===== src/rtl/digit_seq_pkg.sv =====
// rtl/digit_seq_pkg.sv - state encoding, reset digit table and blank code for digit_seq_ctrl
package digit_seq_pkg;

    localparam logic [1:0] ST_IDLE = 2'd0;
    localparam logic [1:0] ST_RUN  = 2'd1;
    localparam logic [1:0] ST_HOLD = 2'd2;

    localparam logic [3:0] BLANK = 4'hF;

    localparam logic [3:0] RESET_DIGIT_0 = 4'hC;
    localparam logic [3:0] RESET_DIGIT_1 = 4'h0;
    localparam logic [3:0] RESET_DIGIT_2 = 4'hE;
    localparam logic [3:0] RESET_DIGIT_3 = 4'h3;
    localparam logic [3:0] RESET_DIGIT_4 = 4'h1;
    localparam logic [3:0] RESET_DIGIT_5 = 4'h2;

    function automatic logic [3:0] reset_digit(input int unsigned i);
        case (i)
            0:       reset_digit = RESET_DIGIT_0;
            1:       reset_digit = RESET_DIGIT_1;
            2:       reset_digit = RESET_DIGIT_2;
            3:       reset_digit = RESET_DIGIT_3;
            4:       reset_digit = RESET_DIGIT_4;
            5:       reset_digit = RESET_DIGIT_5;
            default: reset_digit = 4'h0;
        endcase
    endfunction

endpackage


===== src/rtl/seq_dwell_timer.sv =====
// rtl/seq_dwell_timer.sv - dwell tick counter with deferred dwell reload and one-cycle advance pulse
module seq_dwell_timer #(
    parameter int DWELL_DEF = 10
) (
    input  logic       clk,
    input  logic       rst_n,
    input  logic       tick,
    input  logic       clear,
    input  logic       load,
    input  logic       dwell_wr,
    input  logic [3:0] dwell_in,
    output logic       adv
);

    logic [3:0] count;
    logic [3:0] dwell_pend;
    logic [3:0] dwell_act;
    logic [3:0] dwell_next;
    logic [3:0] last_count;

    // A new dwell waits in dwell_pend until a digit boundary so the shown digit keeps its length.
    assign dwell_next = dwell_wr ? dwell_in : dwell_pend;
    assign last_count = (dwell_act == 4'd0) ? 4'd0 : dwell_act - 4'd1;
    assign adv        = tick && (count == last_count);

    always_ff @(posedge clk or negedge rst_n) begin
        if (!rst_n) begin
            count      <= '0;
            dwell_pend <= 4'(DWELL_DEF);
            dwell_act  <= 4'(DWELL_DEF);
        end else begin
            dwell_pend <= dwell_next;
            if (load || adv) begin
                dwell_act <= dwell_next;
            end
            if (clear || adv) begin
                count <= '0;
            end else if (tick) begin
                count <= count + 4'd1;
            end
        end
    end

endmodule


===== src/rtl/digit_seq_ctrl.sv =====
// rtl/digit_seq_ctrl.sv - digit sequencer: IDLE/RUN/HOLD FSM, digit table, registered display code
// Optional: DIGIT_SEQ_BLANK_EN shows the blank code on y whenever the FSM is IDLE.
module digit_seq_ctrl #(
    parameter int NUM_DIGITS = 6,
    parameter int DWELL_DEF  = 10
) (
    input  logic       clk,
    input  logic       reset,
    input  logic       count_up,
    input  logic       start,
    input  logic       stop,
    input  logic       step,
    input  logic       wr_en,
    input  logic [2:0] wr_addr,
    input  logic [3:0] wr_data,
    input  logic       dwell_wr,
    input  logic [3:0] dwell_in,
    output logic [3:0] y,
    output logic [2:0] digit_idx,
    output logic       busy,
    output logic       wrap
);

    import digit_seq_pkg::*;

    localparam logic [2:0] LAST_IDX = 3'(NUM_DIGITS - 1);

    logic [1:0] state;
    logic [1:0] state_next;
    logic [2:0] idx_next;
    logic [3:0] tbl [NUM_DIGITS];
    logic       advance;
    logic       wrap_next;
    logic       tick_en;
    logic       tmr_clear;
    logic       tmr_load;
    logic       adv_pulse;
    logic       wr_valid;
    logic       wr_hit;
    logic [3:0] y_next;

    assign wr_valid = wr_en && (32'(wr_addr) < 32'(NUM_DIGITS));
    // Any command on a RUN cycle owns that cycle; the tick is not counted.
    assign tick_en  = (state == ST_RUN) && !stop && !start && count_up;
    assign tmr_load = tmr_clear || (state == ST_IDLE);
    assign busy     = (state != ST_IDLE);

    seq_dwell_timer #(
        .DWELL_DEF (DWELL_DEF)
    ) u_timer (
        .clk      (clk),
        .rst_n    (reset),
        .tick     (tick_en),
        .clear    (tmr_clear),
        .load     (tmr_load),
        .dwell_wr (dwell_wr),
        .dwell_in (dwell_in),
        .adv      (adv_pulse)
    );

    always_comb begin
        state_next = state;
        advance    = 1'b0;
        tmr_clear  = 1'b0;
        case (state)
            ST_IDLE: begin
                tmr_clear = 1'b1;
                if (!stop && start) begin
                    state_next = ST_RUN;
                end
            end
            ST_RUN: begin
                if (stop) begin
                    state_next = ST_IDLE;
                    tmr_clear  = 1'b1;
                end else if (start) begin
                    state_next = ST_HOLD;
                end else if (adv_pulse) begin
                    advance = 1'b1;
                end
            end
            ST_HOLD: begin
                if (stop) begin
                    state_next = ST_IDLE;
                    tmr_clear  = 1'b1;
                end else if (start) begin
                    state_next = ST_RUN;
                end else if (step) begin
                    advance   = 1'b1;
                    tmr_clear = 1'b1;
                end
            end
            default: begin
                state_next = ST_IDLE;
                tmr_clear  = 1'b1;
            end
        endcase
    end

    always_comb begin
        wrap_next = advance && (digit_idx == LAST_IDX);
        idx_next  = digit_idx;
        if ((state == ST_IDLE) && !stop && start) begin
            idx_next = '0;
        end else if (advance) begin
            idx_next = wrap_next ? 3'd0 : digit_idx + 3'd1;
        end
    end

    // y is computed from next-state values so it moves on the same edge as digit_idx.
    always_comb begin
        wr_hit = wr_valid && (wr_addr == idx_next);
        y_next = wr_hit ? wr_data : tbl[idx_next];
`ifdef DIGIT_SEQ_BLANK_EN
        if (state_next == ST_IDLE) begin
            y_next = BLANK;
        end
`endif
    end

    always_ff @(posedge clk or negedge reset) begin
        if (!reset) begin
            state     <= ST_IDLE;
            digit_idx <= '0;
            wrap      <= 1'b0;
`ifdef DIGIT_SEQ_BLANK_EN
            y         <= BLANK;
`else
            y         <= reset_digit(0);
`endif
        end else begin
            state     <= state_next;
            digit_idx <= idx_next;
            wrap      <= wrap_next;
            y         <= y_next;
        end
    end

    always_ff @(posedge clk or negedge reset) begin
        if (!reset) begin
            for (int i = 0; i < NUM_DIGITS; i++) begin
                tbl[i] <= reset_digit(i);
            end
        end else if (wr_valid) begin
            tbl[wr_addr] <= wr_data;
        end
    end

endmodule


===== config.mk =====
export PLATFORM = sky130hd
export DESIGN_NAME = digit_seq_ctrl
export DESIGN_NICKNAME = d
export VERILOG_FILES = /design/src/rtl/digit_seq_pkg.sv /design/src/rtl/seq_dwell_timer.sv /design/src/rtl/digit_seq_ctrl.sv
export SDC_FILE = /design/constraint.sdc
export NUM_CORES = 1
export LEC_CHECK = 0
export BUFFER_PORTS_ARGS = -buffer_cell sky130_fd_sc_hd__clkbuf_2
export CORE_MARGIN = 4
export CORE_UTILIZATION = 53
export DETAILED_ROUTE_END_ITERATION = 8
export PLACE_DENSITY = 0.85
export SKIP_LAST_GASP = 1
export SYNTH_ARGS = -nofsm -noshare
export SYNTH_HDL_FRONTEND = slang
export SYNTH_SLANG_ARGS = --single-unit

===== constraint.sdc =====
create_clock -name clk -period 2.7 [get_ports clk]
set_input_delay 0.135 -clock clk [delete_from_list [all_inputs] [get_ports clk]]
set_output_delay 0.135 -clock clk [all_outputs]
set_load 0.02 [all_outputs]

# Yosys cells after proc, flatten, opt, wreduce, memory -nomap -nowiden
# Cells that the tools add are included.
# W data, S select, Z words.
# totals
register_bits,46
latchBits,0
ram_bits,0
rom_bits,0
inputBits,19
output_inout_bits,9
wordCells,81
memories,0
# op_classes
addsub,3
mul,0
div,0
n_lt_le_gt_ge,4
eq_ne,8
n_shift,0
mux,30
bitwise_logic,2
n_reduce_logical,21
# ops
operator,count
$mux W4,8
$bwmux W24,1
$bmux W4 S3,1
$demux W4 S3,1
$logic_and A1 B1 Y1,11
$mux W2,5
$mux W3,3
$ge A4 B4 Y1 const B,2
$mux W1,8
$not A3 Y4,2
$ne A3 B3 Y1 const B,2
$pmux W2 S3,1
$add A4 B1 Y4 const B,1
$eq A4 B4 Y1,1
$logic_not A4 Y1,1
$lt A4 B1 Y1 const B,1
$pmux W1 S2,2
$reduce_bool A2 Y1,2
$sub A4 B1 Y4 const B,1
$add A3 B1 Y3 const B,1
$eq A3 B3 Y1,1
$eq A3 B3 Y1 const B,1
$logic_or A1 B1 Y1,3
$lt A3 B3 Y1 const B,1
other kinds (6),7

# Longest topological paths before layout
# Gate-level depths: netlist of the first run.
# logic_depth
depth_word,18
mapped_depth,12
depth_no_buf,11

# Modules after synthesis
# A second synthesis of the first run with hierarchy kept.
# hier_totals
cells_unflattened,269
hier_area_um2,2890.3
# modules_own_cells
mod,n_inst,cells_each,area_per_inst_um2,seq_area_each_um2
digit_seq_ctrl,1,208,2199.6,864.6
seq_dwell_timer,1,61,690.7,305.3

# Worst setup path after synthesis of the first run
# Ideal clock, no wire load.
# synth_timing
kind,register -> register
startpoint,reg u_timer.dwell_act[3]
endpoint,reg y[2]
setup_time_ns,0.075
arrival_ns,2.735
t_required_ns,2.625
path_slack_ns,-0.110
stages_incl_launch_ff,12
n_path_buf,1
period_less_slack_ns,2.810
path_cell_list,dfstp_2 or4b_1 nand2_1 xnor2_1 nand4_1 a211o_2 and2_2 buf_6 inv_1 xnor2_1 o311a_4 mux2i_1
# synth_between
elab_chain_cells,17
# synth_lines
item,line,rtl
start: declaration,seq_dwell_timer.sv:17,logic [3:0] dwell_act;
start signal: assignment,seq_dwell_timer.sv:30,dwell_act <= 4'(DWELL_DEF);
start signal: assignment,seq_dwell_timer.sv:34,dwell_act <= dwell_next;
$sub A4 B1 Y4 or $logic_not A4 Y1 (tied branches),seq_dwell_timer.sv:23,assign last_count = (dwell_act == 4'd0) ? 4'd0 : dwell_act - 4'd1;
$mux W4 *,seq_dwell_timer.sv:23,
$eq A4 B4 Y1 *,seq_dwell_timer.sv:24,assign adv = tick && (count == last_count);
$logic_and A1 B1 Y1 *,seq_dwell_timer.sv:24,
$mux W1 *,digit_seq_ctrl.sv:78,end else if (adv_pulse) begin
$mux W1 *,digit_seq_ctrl.sv:76,end else if (start) begin
$mux W1 *,digit_seq_ctrl.sv:73,if (stop) begin
$pmux W1 S2 *,digit_seq_ctrl.sv:65,case (state)
(+2 left out),n/a,
$mux W3 *,digit_seq_ctrl.sv:105,end else if (advance) begin
$mux W3 *,digit_seq_ctrl.sv:103,if ((state == ST_IDLE) && !stop && start) begin
via idx_next[0],digit_seq_ctrl.sv:30,logic [2:0] idx_next;
$not A3 Y4 (not written as such),digit_seq_ctrl.sv:113,y_next = wr_hit ? wr_data : tbl[idx_next];
$bmux W4 S3,digit_seq_ctrl.sv:113,
$mux W4 (not written as such) (2 in series),digit_seq_ctrl.sv:113,
$mux W4 *,digit_seq_ctrl.sv:113,
via y_next[2],digit_seq_ctrl.sv:40,logic [3:0] y_next;
end signal: assignment,digit_seq_ctrl.sv:129,y <= reset_digit(0);
end signal: assignment,digit_seq_ctrl.sv:135,y <= y_next;
end: declaration,digit_seq_ctrl.sv:18,"output logic [3:0] y,"
# The timed path passes the listed nets; every way through them passes the cells marked *. The select of a mux whose other input is x is not followed.
# A chain may end at the register's enable or synchronous reset.

# Worst setup path after layout of the first run
# layout_timing
startpoint,reg u_timer.dwell_act[3]
endpoint,reg y[1]
# layout_between
elab_chain_cells,17
# layout_lines
item,line,rtl
$sub A4 B1 Y4 or $logic_not A4 Y1 (tied branches),seq_dwell_timer.sv:23,
$mux W4 *,seq_dwell_timer.sv:23,
$eq A4 B4 Y1 *,seq_dwell_timer.sv:24,
$logic_and A1 B1 Y1 *,seq_dwell_timer.sv:24,
$mux W1 *,digit_seq_ctrl.sv:78,
$mux W1 *,digit_seq_ctrl.sv:76,
$mux W1 *,digit_seq_ctrl.sv:73,
$pmux W1 S2 *,digit_seq_ctrl.sv:65,
$logic_and A1 B1 Y1,digit_seq_ctrl.sv:101,wrap_next = advance && (digit_idx == LAST_IDX);
$mux W3,digit_seq_ctrl.sv:106,idx_next = wrap_next ? 3'd0 : digit_idx + 3'd1;
$mux W3 *,digit_seq_ctrl.sv:105,
$mux W3 *,digit_seq_ctrl.sv:103,
$not A3 Y4 (not written as such),digit_seq_ctrl.sv:113,
$bmux W4 S3,digit_seq_ctrl.sv:113,
$mux W4 (not written as such) (2 in series),digit_seq_ctrl.sv:113,
$mux W4 *,digit_seq_ctrl.sv:113,
via y_next[1],digit_seq_ctrl.sv:40,
# Marks and branches as above.

==> impl_results.md, run 1 <==
* Non-filler cells, final at 370
* Routed Antenna Nets at 0
* Setup CP Type: reg -> reg
* Clk pwr share at 0.201
* Tmin final at 2.751 ns
* Routed WL per cell at between 15 and 20 microns
* Final period util at 1.019
* Synthesized area at 2710 sq um
* Inserted Clock Buffers at 5
* Final-stage net count at 328
* Syn Area/Cell at 10.55 sq um
* Initial antenna violation count at 0
* PD cells at between 700 and 800 nW/um^2
* Die W at 79.51 microns
* Relative slew slack at 0.2523
* Syn. warnings at 0
* DR pass1 iterations at 4
* Finish-stage setup viols at 3
* Die area at ~6300 sq um
* Global-route wire length before repair at 10,370 microns
* NetSw at between 800 and 900 uW
* Core ar. at 4848 sq um
* Clock Latency Late Sink at 0.30 ns
* Int Pwr at 1.517 mW
* CTS Root Buffer Type: clkbuf_8
* Worst EP required at roughly 2.9 ns
* Failing checks: negative setup slack
* Post-Synth Simple-Gate Area at 0.1861
* Vias at roughly 2,100
* FF+latch count, synth at 46
* FFs w/ async S/R, synth at 1.000
* RePlAce Congestion at roughly 0.90
* Register-to-Register Setup Slack at -0.05 ns
* # IOs at 28
* Post-Synthesis Cells at about 260
* Aggregate global-route resource usage at 0.2079
* Setup crit end kind: register
* Final Hold Vio Count at 0
* Worst endpoint data arrival time at 2.97 ns
* Clock sink count at 46
* Startpoint types: register
* Post-synth cell types at 51
* Max Root-Sink Buffers at 2
* Synth Flop Type: dfrtp_1
* DIE HEIGHT at around 80 microns
* Clk slew on worst S/H paths at ~0.090 ns
* Largest net degree at the start of global routing at between 40 and 50
* Critical path peak fanout at 5
* Mux contribution to synthesized area at 0.1436
* Share of layout cells above drive strength 1 at 0.4059
* Logic gate share of total power at 0.381
* Hold WC Path Type: in -> async
* Max-Cap Viols at 0
* Pleak at 1.443 nW
* Sw Share at 0.3522
* Slew Limit Fails at 0
* Compound-Gate Fraction of Synth Area at 0.1510
* Hold buffer count at cts at 0
* Post-synthesis xor/xnor area fraction at 0.01616
* IR Drop Worst-Case VDD at 0.0004621 V
* Initial DRC Count at 176
* Largest family of logic cells by synthesized area: simple AND/OR/NAND/NOR gates
* Worst Max-Slew Pin Slew at 1.122 ns
* Area delta synth->final at 17.96%
* FP Rows at 25
* RSZ-0062 raised after global routing: yes
* H-tree depth at 2
* Grt ovf at 0
* Number of synthesized flops with an enable pin at 0
* Via density at 5.741
* Status: finished, violations left
* Cells after DPL at 357
* Final wirelength at about 6100 microns
* Seq/Total Area, Yosys at 0.4317
* Count of input and output buffers at 27
* HPWL after DPL at roughly 4500 microns
* Seq pwr share at 0.418
* Setup WS pre-CTS at -0.1661 ns
* Final routed DRC violation total at 0
* Post-Synth Adder-Cell Area at 0.03232
* Vias in the first global route at around 2,200
* Starting Density at 0.5590
* Clock Skews at 0.01349 ns
* Diode count at 0
* CTS tree: yes
* Worst Setup Slack, final at -0.05136 ns
* Fmax at 363.5 MHz
* Mapped Nets at 283
-- cells in the mapped netlist (4+ instances only) --
| cell | count | share of area |
|---|---|---|
| a2111o_1 | 4 | 0.017 |
| a21boi_0 | 5 | 0.014 |
| a21oi_1 | 6 | 0.011 |
| a31oi_1 | 4 | 0.0092 |
| and3_2 | 5 | 0.014 |
| buf_2 | 4 | 0.0074 |
| dfrtp_1 | 31 | 0.29 |
| dfstp_2 | 15 | 0.15 |
| ha_1 | 7 | 0.032 |
| inv_1 | 14 | 0.019 |
| mux2_2 | 23 | 0.096 |
| mux2i_1 | 13 | 0.048 |
| nand2_1 | 16 | 0.022 |
| nand2b_1 | 4 | 0.0092 |
| nand3_1 | 6 | 0.011 |
| nor2_1 | 17 | 0.024 |
| nor2b_1 | 12 | 0.028 |
| nor3_1 | 7 | 0.013 |
| o211a_1 | 4 | 0.015 |
| o211ai_1 | 5 | 0.014 |
| o21ai_0 | 12 | 0.022 |
-- power by group through the flow --
stage,logic (mW),clock network [mW],registers [mW]
floorplan,0.562,0,1.01
global placement,0.830,0,0.977
detailed placement,0.860,0,0.986
CTS,0.886,0.475,0.974
global route,0.993,0.504,0.991
finish,0.893,0.471,0.978
-- cell type report --
type	instances	area, sq um
clock buffer	7	96.34
clock inverter	1	8.758
fill	359	1652
inverter	14	55.05
multi-input combinational	188	1494
sequential	46	1170
tap	67	83.83
timing repair buffer	47	289.0
-- path summary, 6_finish.rpt --
kind / depth (start not counted) / end / from
hold reg to reg: 2 / tbl[8]$_DFFE_PN1P_ / tbl[8]$_DFFE_PN1P_
hold / removal: 1 / u_timer.dwell_pend[0]$_DFF_PN0_ / reset
setup / recovery: 10 / y[1]$_DFF_PN0_ / u_timer.dwell_act[3]$_DFFE_PN1P_
max in group asynchronous: 1 / tbl[20]$_DFFE_PN0P_ / reset
min in group clk: 2 / u_timer.dwell_pend[1]$_DFF_PN1_ / dwell_in[1]
setup reg to reg: 10 / y[1]$_DFF_PN0_ / u_timer.dwell_act[3]$_DFFE_PN1P_
-- critical path: stages (launching register included) --
cell and delay [ns]:
dfstp_2 0.54, or4b_4 0.48, nand2_4 0.08, xnor2_2 0.13, and4_4 0.30, nor3_2 0.06
or2_1 0.26, buf_4 0.16, a2111o_1 0.37, o211a_1 0.14, mux2i_1 0.17
-- metrics by stage --
step / setup TNS [ns] / hold slack (ns) / power, mW / cell area, sq um / util
2_1_floorplan: 0 / -0.1606 / 1.572 / 2744 / -
5_1_grt: -0.3362 / 0.09047 / 2.488 / 3197 / 0.6594
3_3_place_gp: 0 / 0.3753 / 1.807 / 3015 / 0.6219
3_5_place_dp: -0.5227 / 0.3927 / 1.846 / 3015 / 0.6219
4_1_cts: -0.08453 / 0.06955 / 2.335 / 3168 / 0.6534
6_report: -0.08170 / 0.03864 / 2.342 / 3197 / 0.6594
-- registers in the layout, indices dropped and copies added (netlist names) --
name                cells
tbl                    24
u_timer.count           4
u_timer.dwell_act       4
u_timer.dwell_pend      4
y                       4
digit_idx               3
state                   2
wrap                    1
-- placed cells by master (no fill, tap or decap), drive strengths merged, types with 2 or more instances in the layout --
cell type / instances
dfstp: 15
or2: 3
xnor2: 3
and4: 2
ha: 7
a21oi: 6
and2: 4
a21boi: 5
dfrtp: 31
a31oi: 4
clkbuf: 34
inv: 14
o21ai: 15
o211a: 4
mux2: 23
nand2b: 4
nand4: 3
nand2: 16
nand3: 6
mux2i: 13
nor2: 17
buf: 20
xor2: 2
a2111o: 4
a211oi: 2
and3: 6
nor3: 8
nor2b: 12
o211ai: 6
-- cells by family after synthesis --
family	Yosys count
compound gates	52
xor+xnor	5
fa+ha+maj	7
buf+inv	23
flops	46
mux	36
simple gates	88
-- metal layers --
metal / share of wire / wire length [microns] / GRT usage
met1: 0.45 / 2762 / 0.2808
met2: 0.48 / 2931 / 0.3289
met3: 0.040 / 245 / 0.03273
met4: 0.033 / 200 / 0.09278
met5: 0 / 0 / 0
-- what timing repair did --
item,4_1_cts,5_1_grt
setup buffers,3,2
pin swaps,5,6
gates resized for setup,5,5
endpoints found under the setup margin,4,4
(Power assumes the default switching activity.)
==> run 2: changes to the inputs <==
Settings changed: CORE_MARGIN 4 to 10.
==> run 2 against run 1 <==
Compared with the run above:
- the run still ends with negative setup slack left
- clock-buffer cell count decreased by 1
- setup slack got worse by 0.0050 ns
- register-to-register slack about the same
- non-clock buffer count increased by 7
- clock power increased by 7.6%
- maximum frequency decreased by 0.18%
- final area increased by 2.9%
- via count increased by 4.1%
- combinational power increased by 7.4%
- sequential power increased by 0.4%
- critical path depth increased by 1
- die area increased by 32%
- critical endpoint unchanged
- highest routed layer unchanged
==> impl_results.md, run 2 (synthesized netlist as in run 1, its figures left out) <==
* Status: finished, violations left
* Failing checks: negative setup slack
* Non-filler cells, final at 378 (+2.2%)
* CTS tree: yes
* Cells after DPL at 359 (+0.56%)
* Most frequent cells in the layout: dfrtp_1, clkbuf_2, mux2_2, buf_4, nor2_1
* Share of layout cells above drive strength 1 at 0.4244 (+0.01850)
* Tmin final at 2.756 ns (+0.005037 ns)
* Routed WL per cell at 17.47 microns (+5.2%)
* Final wirelength at 6603 microns (+7.5%)
* Starting Density at 0.5590 (unchanged)
* Clock Skews at 0.007488 ns (-0.006002 ns)
* FP Rows at 25 (unchanged)
* HPWL after DPL at 4802 microns (+6.1%)
* Setup CP Type: reg -> reg
* Core ar. at 4848 sq um (unchanged)
* Max-Cap Viols at 0 (unchanged)
* PD cells at 744.4 nW/um^2 (+1.6%)
* Pleak at 1.477 nW (+2.4%)
* Largest net degree at the start of global routing at 22 (-53%)
* Max Root-Sink Buffers at 2 (unchanged)
* Worst EP required at 2.92 ns (about the same)
* Initial antenna violation count at 0 (unchanged)
* Final period util at 1.021 (+0.001865)
* Final Hold Vio Count at 0 (unchanged)
* Global-route wire length before repair at 11,040 microns (+6.5%)
* Worst endpoint data arrival time at 2.97 ns (about the same)
* Fill cells at 335 (-6.7%)
* Diode count at 0 (unchanged)
* Finish-stage setup viols at 4 (+1)
* Initial DRC Count at 163 (-7.4%)
* GR peak layer: met2
* Routed Antenna Nets at 0 (unchanged)
* # IOs at 28 (unchanged)
* Area delta synth->final at 21.33%
* Total power at 2.448 mW (+4.5%)
* Worst Max-Slew Pin Slew at 0.5529 ns (-0.5686 ns)
* Clk slew on worst S/H paths at 0.08 ns (about the same)
* Setup crit end kind: register
* Aggregate global-route resource usage at 0.1591 (-0.04880)
* Max reg flops at 24 (unchanged)
* Leading cell type in the layout, fill and taps excluded: dfrtp_1
* Met1 Usage GRT at 0.1889 (-0.09192)
* Vias in the first global route at 2,250 (+2.5%)
* Startpoint types: register
* Relative slew slack at 0.6286 (+0.3763)
* Clock Latency Late Sink at 0.30 ns (about the same)
* Met2 global-route usage at 0.2767 (-0.05222)
* DP Area at 3030 sq um (+0.50%)
* RePlAce Congestion at 0.9177 (+1.9%)
* Inserted Clock Buffers at 5 (unchanged)
* Hold_ws at 0.09288 ns (+0.05425 ns)
* Met3 Usage GRT at 0.02881 (-0.003925)
* DR pass1 iterations at 4 (unchanged)
* Clock sink count at 46 (unchanged)
* Slew Limit Fails at 0 (unchanged)
* Grt ovf at 0 (unchanged)
* Final routed DRC violation total at 0 (unchanged)
* Final-stage net count at 336 (+2.4%)
* Critical path peak fanout at 6 (+1)
* RSZ-0062 raised after global routing: yes
* Via density at 5.849 (+1.9%)
* Fmax at 362.8 MHz (-0.18%)
* H-tree depth at 2 (unchanged)
* Count of input and output buffers at 27 (unchanged)
* Vias at 2,211 (+4.1%)
* Setup WS pre-CTS at -0.1117 ns (+0.05438 ns)
* Register with the highest flop count: tbl
* IR Drop Worst-Case VDD at 0.0004009 V (-13%)
* Die W at 91.51 microns (+15%)
* DIE HEIGHT at 91.51 microns (+15%)
* CTS Root Buffer Type: clkbuf_8
* Hold WC Path Type: in -> reg
* Die area at 8374 sq um (+32%)
* Design Area, Final at 3288 sq um (+2.9%)
* Worst Setup Slack, final at -0.05640 ns (-0.005037 ns)
[run 2: area by class of cell]
cell class / instances / area, sq um / area share
Clock inverter: 2 / 37.54 / 0.01142
Tap cell: 67 / 83.83 / 0.02549
Multi-Input combinational cell: 189 / 1516 / 0.4612
Clock buffer: 6 / 72.57 / 0.02207
Inverter: 14 / 55.05 / 0.01674
Sequential cell: 46 / 1171 / 0.3562
Timing Repair Buffer: 54 / 351.6 / 0.1069
[run 2: per-stage QoR]
stage / util / setup TNS [ns]
after floorplan: - / 0
after global placement: 0.6250 / 0
after detailed placement: 0.6250 / -0.4065
after CTS: 0.6655 / -0.05266
after global routing: 0.6782 / -0.5105
final: 0.6782 / -0.1535
[run 2: worst max-delay path, cell delays in order, from the launching register on]
cell     delay (ns)
dfstp_2        0.54
or4b_4         0.48
nand2_4        0.10
xnor2_4        0.12
nand4_1        0.12
buf_6          0.17
a211o_4        0.34
and2_4         0.17
inv_4          0.07
xnor2_2        0.10
o311a_4        0.24
mux2i_1        0.21
[run 2: power breakdown]
part	internal, mW	total (mW)	switching [mW]
Sequential	0.878	0.982	0.104
Clock	0.276	0.507	0.231
Combinational	0.440	0.959	0.519
[run 2: timing repair]
action / CTS / global route
hold endpoints to repair: 11 / 0
setup endpoints to repair: 4 / 4
pin swaps: 6 / 8
resized for setup: 6 / 9
hold buffers: 1 / 0
buffers inserted: 5 / 4
gates cloned: 1 / 0
[run 2: routing by layer]
| metal | up-vias | wire (microns) |
|---|---|---|
| li1 | 1035 | - |
| met1 | 1071 | 2728 |
| met2 | 90 | 3309 |
| met3 | 15 | 421 |
| met4 | 0 | 143 |
| met5 | - | 0 |
[run 2: path summary, 6_finish.rpt]
| check | depth (start not counted) | slack, ns | startpoint | end |
|---|---|---|---|---|
| max | 11 | -0.06 | u_timer.dwell_act[3]$_DFFE_PN1P_ | y[1]$_DFF_PN0_ |
| max in group asynchronous | 3 | 1.77 | reset | tbl[23]$_DFFE_PN1P_ |
| min | 2 | 0.09 | dwell_in[1] | u_timer.dwell_pend[1]$_DFF_PN1_ |
| max reg2reg | 11 | -0.06 | u_timer.dwell_act[3]$_DFFE_PN1P_ | y[1]$_DFF_PN0_ |
| min in group asynchronous | 2 | 0.30 | reset | u_timer.count[0]$_DFFE_PN0P_ |
| min reg2reg | 2 | 0.49 | tbl[10]$_DFFE_PN0P_ | tbl[10]$_DFFE_PN0P_ |
